===== src/rtl/cluster_periph_demux_if.sv =====
// Master-side request/response bus of the cluster peripheral demux.
// The master modport is the requester; the slave modport is the demux.
interface cluster_periph_demux_if #(
    parameter int unsigned AddrWidth = 32,
    parameter int unsigned DataWidth = 32
);
    logic                   req;
    logic [AddrWidth-1:0]   add;
    logic                   we;
    logic [DataWidth-1:0]   data;
    logic [DataWidth/8-1:0] be;
    logic                   gnt;
    logic                   r_valid;
    logic [DataWidth-1:0]   r_data;
    logic                   r_err;

    modport master (
        output req, add, we, data, be,
        input  gnt, r_valid, r_data, r_err
    );

    modport slave (
        input  req, add, we, data, be,
        output gnt, r_valid, r_data, r_err
    );
endinterface


===== src/rtl/cluster_periph_demux.sv =====
// Address-decoding demux from one cluster master onto NumSlaves peripheral windows.
// Optional macro CLUSTER_PERIPH_DEMUX_ERR_RESP_EN adds an internal decode-error slave.
module cluster_periph_demux #(
    parameter int unsigned          NumSlaves      = 11,
    parameter int unsigned          AddrWidth      = 32,
    parameter int unsigned          DataWidth      = 32,
    parameter int unsigned          WindowBits     = 10,
    parameter logic [AddrWidth-1:0] BaseAddr       = AddrWidth'(32'h1020_0000),
    parameter int unsigned          MaxOutstanding = 4
) (
    input  logic                                 clk_i,
    input  logic                                 rst_i,
    cluster_periph_demux_if.slave                mst,
    output logic [NumSlaves-1:0]                 slv_req_o,
    output logic [AddrWidth-1:0]                 slv_add_o,
    output logic                                 slv_we_o,
    output logic [DataWidth-1:0]                 slv_data_o,
    output logic [DataWidth/8-1:0]               slv_be_o,
    input  logic [NumSlaves-1:0]                 slv_gnt_i,
    input  logic [NumSlaves-1:0]                 slv_r_valid_i,
    input  logic [NumSlaves-1:0][DataWidth-1:0]  slv_r_data_i
);

    localparam int unsigned IdxW = $clog2(NumSlaves + 1);
    localparam int unsigned CntW = 4;

`ifdef CLUSTER_PERIPH_DEMUX_ERR_RESP_EN
    localparam logic [IdxW-1:0] ErrIdx  = IdxW'(NumSlaves);
    localparam logic [31:0]     ErrWord = 32'hBADA_CCE5;

    function automatic logic [DataWidth-1:0] err_word();
        logic [DataWidth-1:0] w;
        w = '0;
        for (int i = 0; i < DataWidth && i < 32; i++) w[i] = ErrWord[i];
        return w;
    endfunction
`else
    localparam logic [IdxW-1:0] ErrIdx  = IdxW'(NumSlaves - 1);
`endif

    logic [AddrWidth-1:0] off, win;
    logic                 mapped;
    logic [IdxW-1:0]      idx;
    logic [CntW-1:0]      outst_q, outst_d;
    logic [IdxW-1:0]      last_tgt_q, last_tgt_d;
    logic                 stall, sel_gnt, grant;
    logic                 rsp_raw, rsp_vld;
    logic [DataWidth-1:0] rsp_data_raw;

    assign off    = mst.add - BaseAddr;
    assign win    = off >> WindowBits;
    assign mapped = (mst.add >= BaseAddr) && (win < AddrWidth'(NumSlaves));
    assign idx    = mapped ? win[IdxW-1:0] : ErrIdx;

    // Only one target may have traffic in flight, which keeps responses in grant order.
    assign stall = (outst_q == CntW'(MaxOutstanding)) ||
                   ((outst_q != '0) && (idx != last_tgt_q));

`ifdef CLUSTER_PERIPH_DEMUX_ERR_RESP_EN
    logic err_pend_q, err_pend_d;
`endif

    always_comb begin
        sel_gnt      = 1'b0;
        rsp_raw      = 1'b0;
        rsp_data_raw = '0;
        for (int i = 0; i < int'(NumSlaves); i++) begin
            if (idx == IdxW'(i)) sel_gnt = slv_gnt_i[i];
            if (last_tgt_q == IdxW'(i)) begin
                rsp_raw      = slv_r_valid_i[i];
                rsp_data_raw = slv_r_data_i[i];
            end
        end
`ifdef CLUSTER_PERIPH_DEMUX_ERR_RESP_EN
        if (idx == ErrIdx) sel_gnt = 1'b1;
        if (last_tgt_q == ErrIdx) begin
            rsp_raw      = err_pend_q;
            rsp_data_raw = err_word();
        end
`endif
    end

    assign grant   = mst.req & ~stall & sel_gnt & ~rst_i;
    assign rsp_vld = rsp_raw & (outst_q != '0) & ~rst_i;

    always_comb begin
        slv_req_o = '0;
        for (int i = 0; i < int'(NumSlaves); i++)
            slv_req_o[i] = mst.req & ~stall & ~rst_i & (idx == IdxW'(i));
    end

    assign slv_add_o   = mst.add;
    assign slv_we_o    = mst.we;
    assign slv_data_o  = mst.data;
    assign slv_be_o    = mst.be;

    assign mst.gnt     = grant;
    assign mst.r_valid = rsp_vld;
    assign mst.r_data  = rsp_vld ? rsp_data_raw : '0;
`ifdef CLUSTER_PERIPH_DEMUX_ERR_RESP_EN
    assign mst.r_err   = rsp_vld & (last_tgt_q == ErrIdx);
    assign err_pend_d  = grant & (idx == ErrIdx);
`else
    assign mst.r_err   = 1'b0;
`endif

    always_comb begin
        outst_d = outst_q;
        if (grant && !rsp_vld)      outst_d = outst_q + 1'b1;
        else if (rsp_vld && !grant) outst_d = outst_q - 1'b1;
        last_tgt_d = grant ? idx : last_tgt_q;
    end

    always_ff @(posedge clk_i or posedge rst_i) begin
        if (rst_i) begin
            outst_q    <= '0;
            last_tgt_q <= '0;
`ifdef CLUSTER_PERIPH_DEMUX_ERR_RESP_EN
            err_pend_q <= 1'b0;
`endif
        end else begin
            outst_q    <= outst_d;
            last_tgt_q <= last_tgt_d;
`ifdef CLUSTER_PERIPH_DEMUX_ERR_RESP_EN
            err_pend_q <= err_pend_d;
`endif
        end
    end

endmodule

===== src/flat_wrapper.sv =====
// flat-port wrapper written by rule: the top's interface ports become plain ports
module cluster_periph_demux_flat 
#(
    parameter int unsigned          NumSlaves      = 11,
    parameter int unsigned          AddrWidth      = 32,
    parameter int unsigned          DataWidth      = 32,
    parameter int unsigned          WindowBits     = 10,
    parameter logic [AddrWidth-1:0] BaseAddr       = AddrWidth'(32'h1020_0000),
    parameter int unsigned          MaxOutstanding = 4
)
  (clk_i, rst_i, slv_req_o, slv_add_o, slv_we_o, slv_data_o, slv_be_o, slv_gnt_i, slv_r_valid_i, slv_r_data_i, mst_req, mst_add, mst_we, mst_data, mst_be, mst_gnt, mst_r_valid, mst_r_data, mst_r_err);
  cluster_periph_demux_if #(.AddrWidth(AddrWidth), .DataWidth(DataWidth)) mst_i ();
  input  logic clk_i;
  input  logic rst_i;
  output logic [NumSlaves-1:0] slv_req_o;
  output logic [AddrWidth-1:0] slv_add_o;
  output logic slv_we_o;
  output logic [DataWidth-1:0] slv_data_o;
  output logic [DataWidth/8-1:0] slv_be_o;
  input  logic [NumSlaves-1:0] slv_gnt_i;
  input  logic [NumSlaves-1:0] slv_r_valid_i;
  input  logic [NumSlaves-1:0][DataWidth-1:0] slv_r_data_i;
  input wire logic [$bits(mst_i.req)-1:0] mst_req;
  input wire logic [$bits(mst_i.add)-1:0] mst_add;
  input wire logic [$bits(mst_i.we)-1:0] mst_we;
  input wire logic [$bits(mst_i.data)-1:0] mst_data;
  input wire logic [$bits(mst_i.be)-1:0] mst_be;
  output wire logic [$bits(mst_i.gnt)-1:0] mst_gnt;
  output wire logic [$bits(mst_i.r_valid)-1:0] mst_r_valid;
  output wire logic [$bits(mst_i.r_data)-1:0] mst_r_data;
  output wire logic [$bits(mst_i.r_err)-1:0] mst_r_err;
  assign mst_i.req = mst_req;
  assign mst_i.add = mst_add;
  assign mst_i.we = mst_we;
  assign mst_i.data = mst_data;
  assign mst_i.be = mst_be;
  assign mst_gnt = mst_i.gnt;
  assign mst_r_valid = mst_i.r_valid;
  assign mst_r_data = mst_i.r_data;
  assign mst_r_err = mst_i.r_err;
  cluster_periph_demux #(.NumSlaves(NumSlaves), .AddrWidth(AddrWidth), .DataWidth(DataWidth), .WindowBits(WindowBits), .BaseAddr(BaseAddr), .MaxOutstanding(MaxOutstanding)) u_core (.clk_i(clk_i), .rst_i(rst_i), .mst(mst_i), .slv_req_o(slv_req_o), .slv_add_o(slv_add_o), .slv_we_o(slv_we_o), .slv_data_o(slv_data_o), .slv_be_o(slv_be_o), .slv_gnt_i(slv_gnt_i), .slv_r_valid_i(slv_r_valid_i), .slv_r_data_i(slv_r_data_i));
endmodule

===== config.mk =====
export PLATFORM = sky130hd
export DESIGN_NAME = cluster_periph_demux_flat
export DESIGN_NICKNAME = d
export VERILOG_FILES = /design/src/rtl/cluster_periph_demux_if.sv /design/src/rtl/cluster_periph_demux.sv /design/src/flat_wrapper.sv
export SDC_FILE = /design/constraint.sdc
export NUM_CORES = 1
export LEC_CHECK = 0
export CORE_AREA = 2 2 219 221
export DETAILED_ROUTE_END_ITERATION = 16
export DIE_AREA = 0 0 221 223
export GPL_TIMING_DRIVEN = 0
export HOLD_SLACK_MARGIN = 0.06
export SLEW_MARGIN = 20
export SYNTH_ARGS = -nofsm -noshare
export SYNTH_HDL_FRONTEND = slang
export SYNTH_SLANG_ARGS = --single-unit

===== constraint.sdc =====
create_clock -name clk_i -period 3.9 [get_ports clk_i]
set_clock_uncertainty 0.05 [all_clocks]
set_input_delay 0.39 -clock clk_i [delete_from_list [all_inputs] [get_ports clk_i]]
set_output_delay 0.39 -clock clk_i [all_outputs]
set_load 0.1 [all_outputs]

# After elaboration in Yosys (flattened, before gate mapping)
# Cells that the tools add are included.
dict set report classes {
  n_lt_le_gt_ge 2
  n_div 0
  multipliers 0
  muxes 37
  n_shift 0
  bitwise_logic 19
  reduce_logical 11
  add_sub_neg 3
  n_eq_ne 22
}
# op n
set op_table {}
lappend op_table {{$mux W32} 12}
lappend op_table {{$eq A4 B3 Y1 const B} 9}
lappend op_table {{$ge A32 B29 Y1 const B} 1}
lappend op_table {{$sub A32 B29 Y32 const B} 1}
lappend op_table {{$eq A4 B4 Y1 const B} 6}
lappend op_table {{$lt A22 B4 Y1 const B} 1}
lappend op_table {{$mux W1} 22}
lappend op_table {{$and A1 B1 Y1} 17}
lappend op_table {{$eq A4 B2 Y1 const B} 4}
lappend op_table {{$mux W4} 3}
lappend op_table {{$eq A4 B1 Y1 const B} 2}
lappend op_table {{$logic_not A4 Y1} 2}
lappend op_table {{$add A4 B1 Y4 const B} 1}
lappend op_table {{$logic_and A1 B1 Y1} 4}
lappend op_table {{$ne A4 B4 Y1} 1}
lappend op_table {{$reduce_bool A4 Y1} 1}
lappend op_table {{$sub A4 B1 Y4 const B} 1}
lappend op_table {{$logic_not A1 Y1} 2}
lappend op_table {{$not A1 Y1} 2}
lappend op_table {{$reduce_bool A2 Y1} 1}
lappend op_table {{$logic_or A1 B1 Y1} 1}
dict set report word_totals {
  inputBits 446
  out_inout_bits 115
  n_memories 0
  register_bits 8
  mem_bits_ro 0
  latch_bits 0
  mem_bits_rw 0
  elab_cells 96
}

# Logic depth before layout (Yosys ltp)
dict set report depth {
  depth_word 22
  ltp_mapped 17
  mapped_depth_nobuf 17
}

# Worst setup path after synthesis
# No wires, ideal clock.
dict set report synth_path {
  path_type {input to output}
  from {input port mst_add[21]}
  to {output port slv_req_o[10]}
  setup_slack_ns -1.326
  path_buffers 0
  cell_stages 9
  t_required_ns 3.460
  arrival_time_ns 4.786
  cell_sequence {inv_1 > ha_1 > o21bai_1 > a211o_1 > a2111o_1 > a211oi_1 > o221ai_1 > o41ai_4 > a21boi_0}
}
dict set report synth_via {
  elab_chain_len 11
  elab_cells_between_ends 13
  cone_classes {add/sub (1); order compare (2); eq/ne (2); mux (1); bitwise (4); reduce/logical (3)}
}
# element line
set synth_rtl {}
lappend synth_rtl {{start, declared} flat_wrapper.sv:24} ;# input wire logic [$bits(mst_i.add)-1:0] mst_add;
lappend synth_rtl {{$sub A32 B29 Y32} cluster_periph_demux.sv:50} ;# assign off = mst.add - BaseAddr;
lappend synth_rtl {{$lt A22 B4 Y1} cluster_periph_demux.sv:52} ;# assign mapped = (mst.add >= BaseAddr) && (win < AddrWidth'(NumSlaves));
lappend synth_rtl {{$logic_and A1 B1 Y1 *} cluster_periph_demux.sv:52}
lappend synth_rtl {{$mux W4 *} cluster_periph_demux.sv:53} ;# assign idx = mapped ? win[IdxW-1:0] : ErrIdx;
lappend synth_rtl {{$ne A4 B4 Y1} cluster_periph_demux.sv:57} ;# ((outst_q != '0) && (idx != last_tgt_q));
lappend synth_rtl {{$logic_and A1 B1 Y1} cluster_periph_demux.sv:57}
lappend synth_rtl {{$logic_or A1 B1 Y1} cluster_periph_demux.sv:56} ;# assign stall = (outst_q == CntW'(MaxOutstanding)) ||
lappend synth_rtl {{$not A1 Y1} cluster_periph_demux.sv:89} ;# slv_req_o[i] = mst.req & ~stall & ~rst_i & (idx == IdxW'(i));
lappend synth_rtl {{$and A1 B1 Y1 (2 in a row)} cluster_periph_demux.sv:89}
lappend synth_rtl {{$and A1 B1 Y1 *} cluster_periph_demux.sv:89}
lappend synth_rtl {{end, declared} flat_wrapper.sv:15} ;# output logic [NumSlaves-1:0] slv_req_o;
# Mark *: on every way between the ends. The rest lies on a longest branch, timed or not.

# Worst setup path after layout
dict set report layout_path {
  from {input port mst_add[21]}
  to {register u_core.outst_q[3]}
}
dict set report layout_via {
  elab_chain_len 21
  elab_cells_between_ends 39
  cone_classes {add/sub (1); order compare (2); eq/ne (11); mux (13); bitwise (4); reduce/logical (8)}
}
# element line
set layout_rtl {}
lappend layout_rtl {{$sub A32 B29 Y32} cluster_periph_demux.sv:50}
lappend layout_rtl {{$lt A22 B4 Y1} cluster_periph_demux.sv:52}
lappend layout_rtl {{$logic_and A1 B1 Y1 *} cluster_periph_demux.sv:52}
lappend layout_rtl {{$mux W4 *} cluster_periph_demux.sv:53}
lappend layout_rtl {{$logic_not A4 Y1} cluster_periph_demux.sv:68} ;# if (idx == IdxW'(i)) sel_gnt = slv_gnt_i[i];
lappend layout_rtl {{$mux W1 (11 in a row)} cluster_periph_demux.sv:68}
lappend layout_rtl {{$and A1 B1 Y1 * (2 in a row)} cluster_periph_demux.sv:83} ;# assign grant = mst.req & ~stall & sel_gnt & ~rst_i;
lappend layout_rtl {{$logic_not A1 Y1} cluster_periph_demux.sv:110} ;# else if (rsp_vld && !grant) outst_d = outst_q - 1'b1;
lappend layout_rtl {{$logic_and A1 B1 Y1} cluster_periph_demux.sv:110}
lappend layout_rtl {{$reduce_bool A2 Y1 (no source line)} n/a}
lappend layout_rtl {{end signal, assigned} cluster_periph_demux.sv:122} ;# outst_q <= outst_d;
lappend layout_rtl {{end, declared} cluster_periph_demux.sv:44} ;# logic [CntW-1:0] outst_q, outst_d;
# Marks and branches as above.
# A chain may end at the register's enable or synchronous reset.

==> reports/metrics.cfg <==
[sta]
relSlewSlack_pct=30.24
hold_ws_ns=0.4174
finalSetupViolCount=0
worst_slack_ns=0.1198
fin_crit_ns=3.780
worstMarginPinSlew_ns=1.043
finalHoldViolations=0
drv_slew=0
fin_crit_sh_pct=96.93
fmax_ghz=0.2645

[yosys]
syn_avg_cell_area_um2=7.858
synth-seq-cells=8
syn_area_um2=4149
ys_seq_area_share_pct=4.825
syn-num-nets=979
yosys_warnings=0
syn_inst=528
ys.flop_type=dfrtp_1
async_flop_share_pct=100.0
synth_cell_types=56
synth_edf_count=0

[global_route]
gr-usage-met2_pct=25.21
grt_usage_pct=13.29
top_usage_layer=met2
grt_start_max_net_pins=11
use_met3_pct=2.226
grtUsageMet1_pct=15.64
grt_antenna_before_repair=3
grt-ovfl-total=0
grt_pass1_wl_mm=47.71
grt_pass1_vias=6947

[power]
vdd_drop_max_uv=325.2
cellLeakagePower_uw=0.003906
p_int_uw=1976
swShare_pct=62.26
p_clk_share_pct=3.3
switchingPower_uw=3260
comb_power_share_pct=92.4
p_seq_share_pct=4.3
power_per_cell_area_nw_per_um2=499.8

[route]
via_per_inst=3.982
drc=0
drt_iter0_drc=382
firstDrtPassIters=8
drtAntennaViolNets=0
postRouteWirelength_mm=35.40
vias=6678
wl_per_cell_um=21.11

[cts]
ctsHoldBuffers=0
cts_max_level=1
clk_pin_slew_ns=0.04
clkSinkCount=8
insertion_delay_ns=0.23
cts_tree=built
cts_made_buffers=3
clock_path_buffers=2
ctsRootBufferMaster=clkbuf_16

[cells_and_area]
final_cell_mix=clkdlybuf4s50_1, buf_4, nand2_1
syn_to_final_growth_pct=152.5
drive_gt1_share_pct=26.79
final_common_cell=clkdlybuf4s50_1
postLayoutCellArea_um2=10480
final_nets=1513
post-route-util_pct=22.22

[outcome]
status=finished, final reports clean

[floorplanning]
die_area_um2=49280
die_x_um=221
dieHeight_um=223
ios=561
start_util_pct=8.800
core_um2=47150
rows=80

[critical_path]
path_class=primary input to flop
crit_arrival_ns=3.84
endpoint_kind=flop
cp.required_ns=3.96
crit_path_start_kind=primary input
critPathMaxFanout=6

[placement]
gp_congestion=0.8363
post-dp-hpwl_mm=30.25
numPortBuffers=511
pre_cts_ws_ns=-2.116
placed_cell_area_um2=10240

[min_path]
hp-class=primary input to async pin

[job]
maxCapViolCount=0

-- flip-flops by register name, summed over array words and instances, names as in the netlist --
register           flops
u_core.last_tgt_q      4
u_core.outst_q         4
-- stage by stage --
step | TNS [ns] | std cells | power, µW
after CTS | 0 | 1668 | 5378
final | 0 | 1677 | 5236
after detailed placement | -82.33 | 1656 | 5111
after global routing | -0.04924 | 1676 | 5584
after global placement | -106.12 | 1654 | 5068
after floorplan | -3.760 | 528 | 3259
-- kinds of logic after synthesis --
kind of cell | synth area share, %
AND/OR/NAND/NOR | 17.01
AO/OA/AOI/OAI | 26.60
buffers and inverters | 17.46
multiplexers | 31.06
flip-flops | 4.825
XOR/XNOR | 1.267
adder cells (fa/ha/maj) | 1.689
other | 0.09038
-- worst paths after layout --
check	start	to	slack, ns	cells after the start
hold / removal	rst_i	u_core.last_tgt_q[0]	0.42	2
setup / recovery	mst_add[21]	u_core.outst_q[3]	0.12	19
hold reg to reg	u_core.outst_q[3]	u_core.outst_q[3]	0.46	1
max in group asynchronous	rst_i	u_core.last_tgt_q[3]	3.10	2
setup reg to reg	u_core.last_tgt_q[1]	u_core.outst_q[3]	0.43	13
min in group clk_i	u_core.outst_q[3]	u_core.outst_q[3]	0.46	1
-- routing by layer --
layer | vias up | part of all wire [%]
li1 | 3062 | -
met1 | 3200 | 39
met3 | 26 | 6.2
met2 | 388 | 53
met5 | - | 0.037
met4 | 2 | 1.6
-- worst max-delay path, cell delays in order --
cell	delay, ns
buf_2	0.14
inv_2	0.07
ha_4	0.17
o21bai_1	0.17
a211o_1	0.30
a2111o_1	0.50
a211oi_4	0.29
xnor2_2	0.12
o41ai_4	0.28
buf_4	0.19
and2_4	0.17
ha_4	0.15
inv_4	0.05
ha_4	0.20
a21o_1	0.16
a21oi_2	0.14
xnor2_1	0.12
nor2_1	0.06
xor2_1	0.15
-- power groups by stage --
| stage | Sequential [µW] | Combinational, µW | Clock (µW) |
|---|---|---|---|
| after global routing | 245 | 5160 | 183 |
| after detailed placement | 186 | 4920 | 0 |
| after CTS | 230 | 4970 | 174 |
| final | 227 | 4840 | 172 |
| after global placement | 181 | 4890 | 0 |
| after floorplan | 165 | 3090 | 0 |
-- final cells by class --
class | instances | area [µm²]
Multi-Input combinational cell | 397 | 3500
Antenna cell | 2 | 5.005
Tap cell | 615 | 769.5
Inverter | 11 | 47.55
Clock buffer | 3 | 75.07
Buffer | 108 | 733.2
Fill cell | 5204 | 36670
Sequential cell | 8 | 201.4
Timing Repair Buffer | 533 | 5145
-- cells in the mapped netlist, drive strengths merged, types with 2 or more instances --
master,n,share of area (%)
a211oi,6,1.1
o21ai,22,2.7
a31oi,3,0.45
xnor2,5,1.1
o21a,5,0.90
a21o,2,0.36
mux2,24,6.5
o22ai,2,0.30
a211o,2,0.42
nand3,20,2.5
nor2,56,5.1
mux4,35,19
buf,79,13
nand2,55,5.0
and2,4,0.66
a221oi,31,6.5
a22oi,20,3.6
nor2b,2,0.30
mux2i,23,5.5
a21boi,2,0.36
clkbuf,33,3.0
o221ai,2,0.42
inv,10,0.90
nand4,3,0.45
ha,4,1.2
nor3,3,0.36
a222oi,19,4.6
dfrtp,8,4.8
nor4,5,0.90
a21oi,23,2.9
-- repair_timing --
action,in CTS,in global routing
cloned,0,0
setup endpoints to repair,49,38
hold endpoints to repair,0,0
pin swaps,11,10
resized for setup,260,63
setup buffers,13,7
Note: power is estimated with default switching activity, not from simulation.
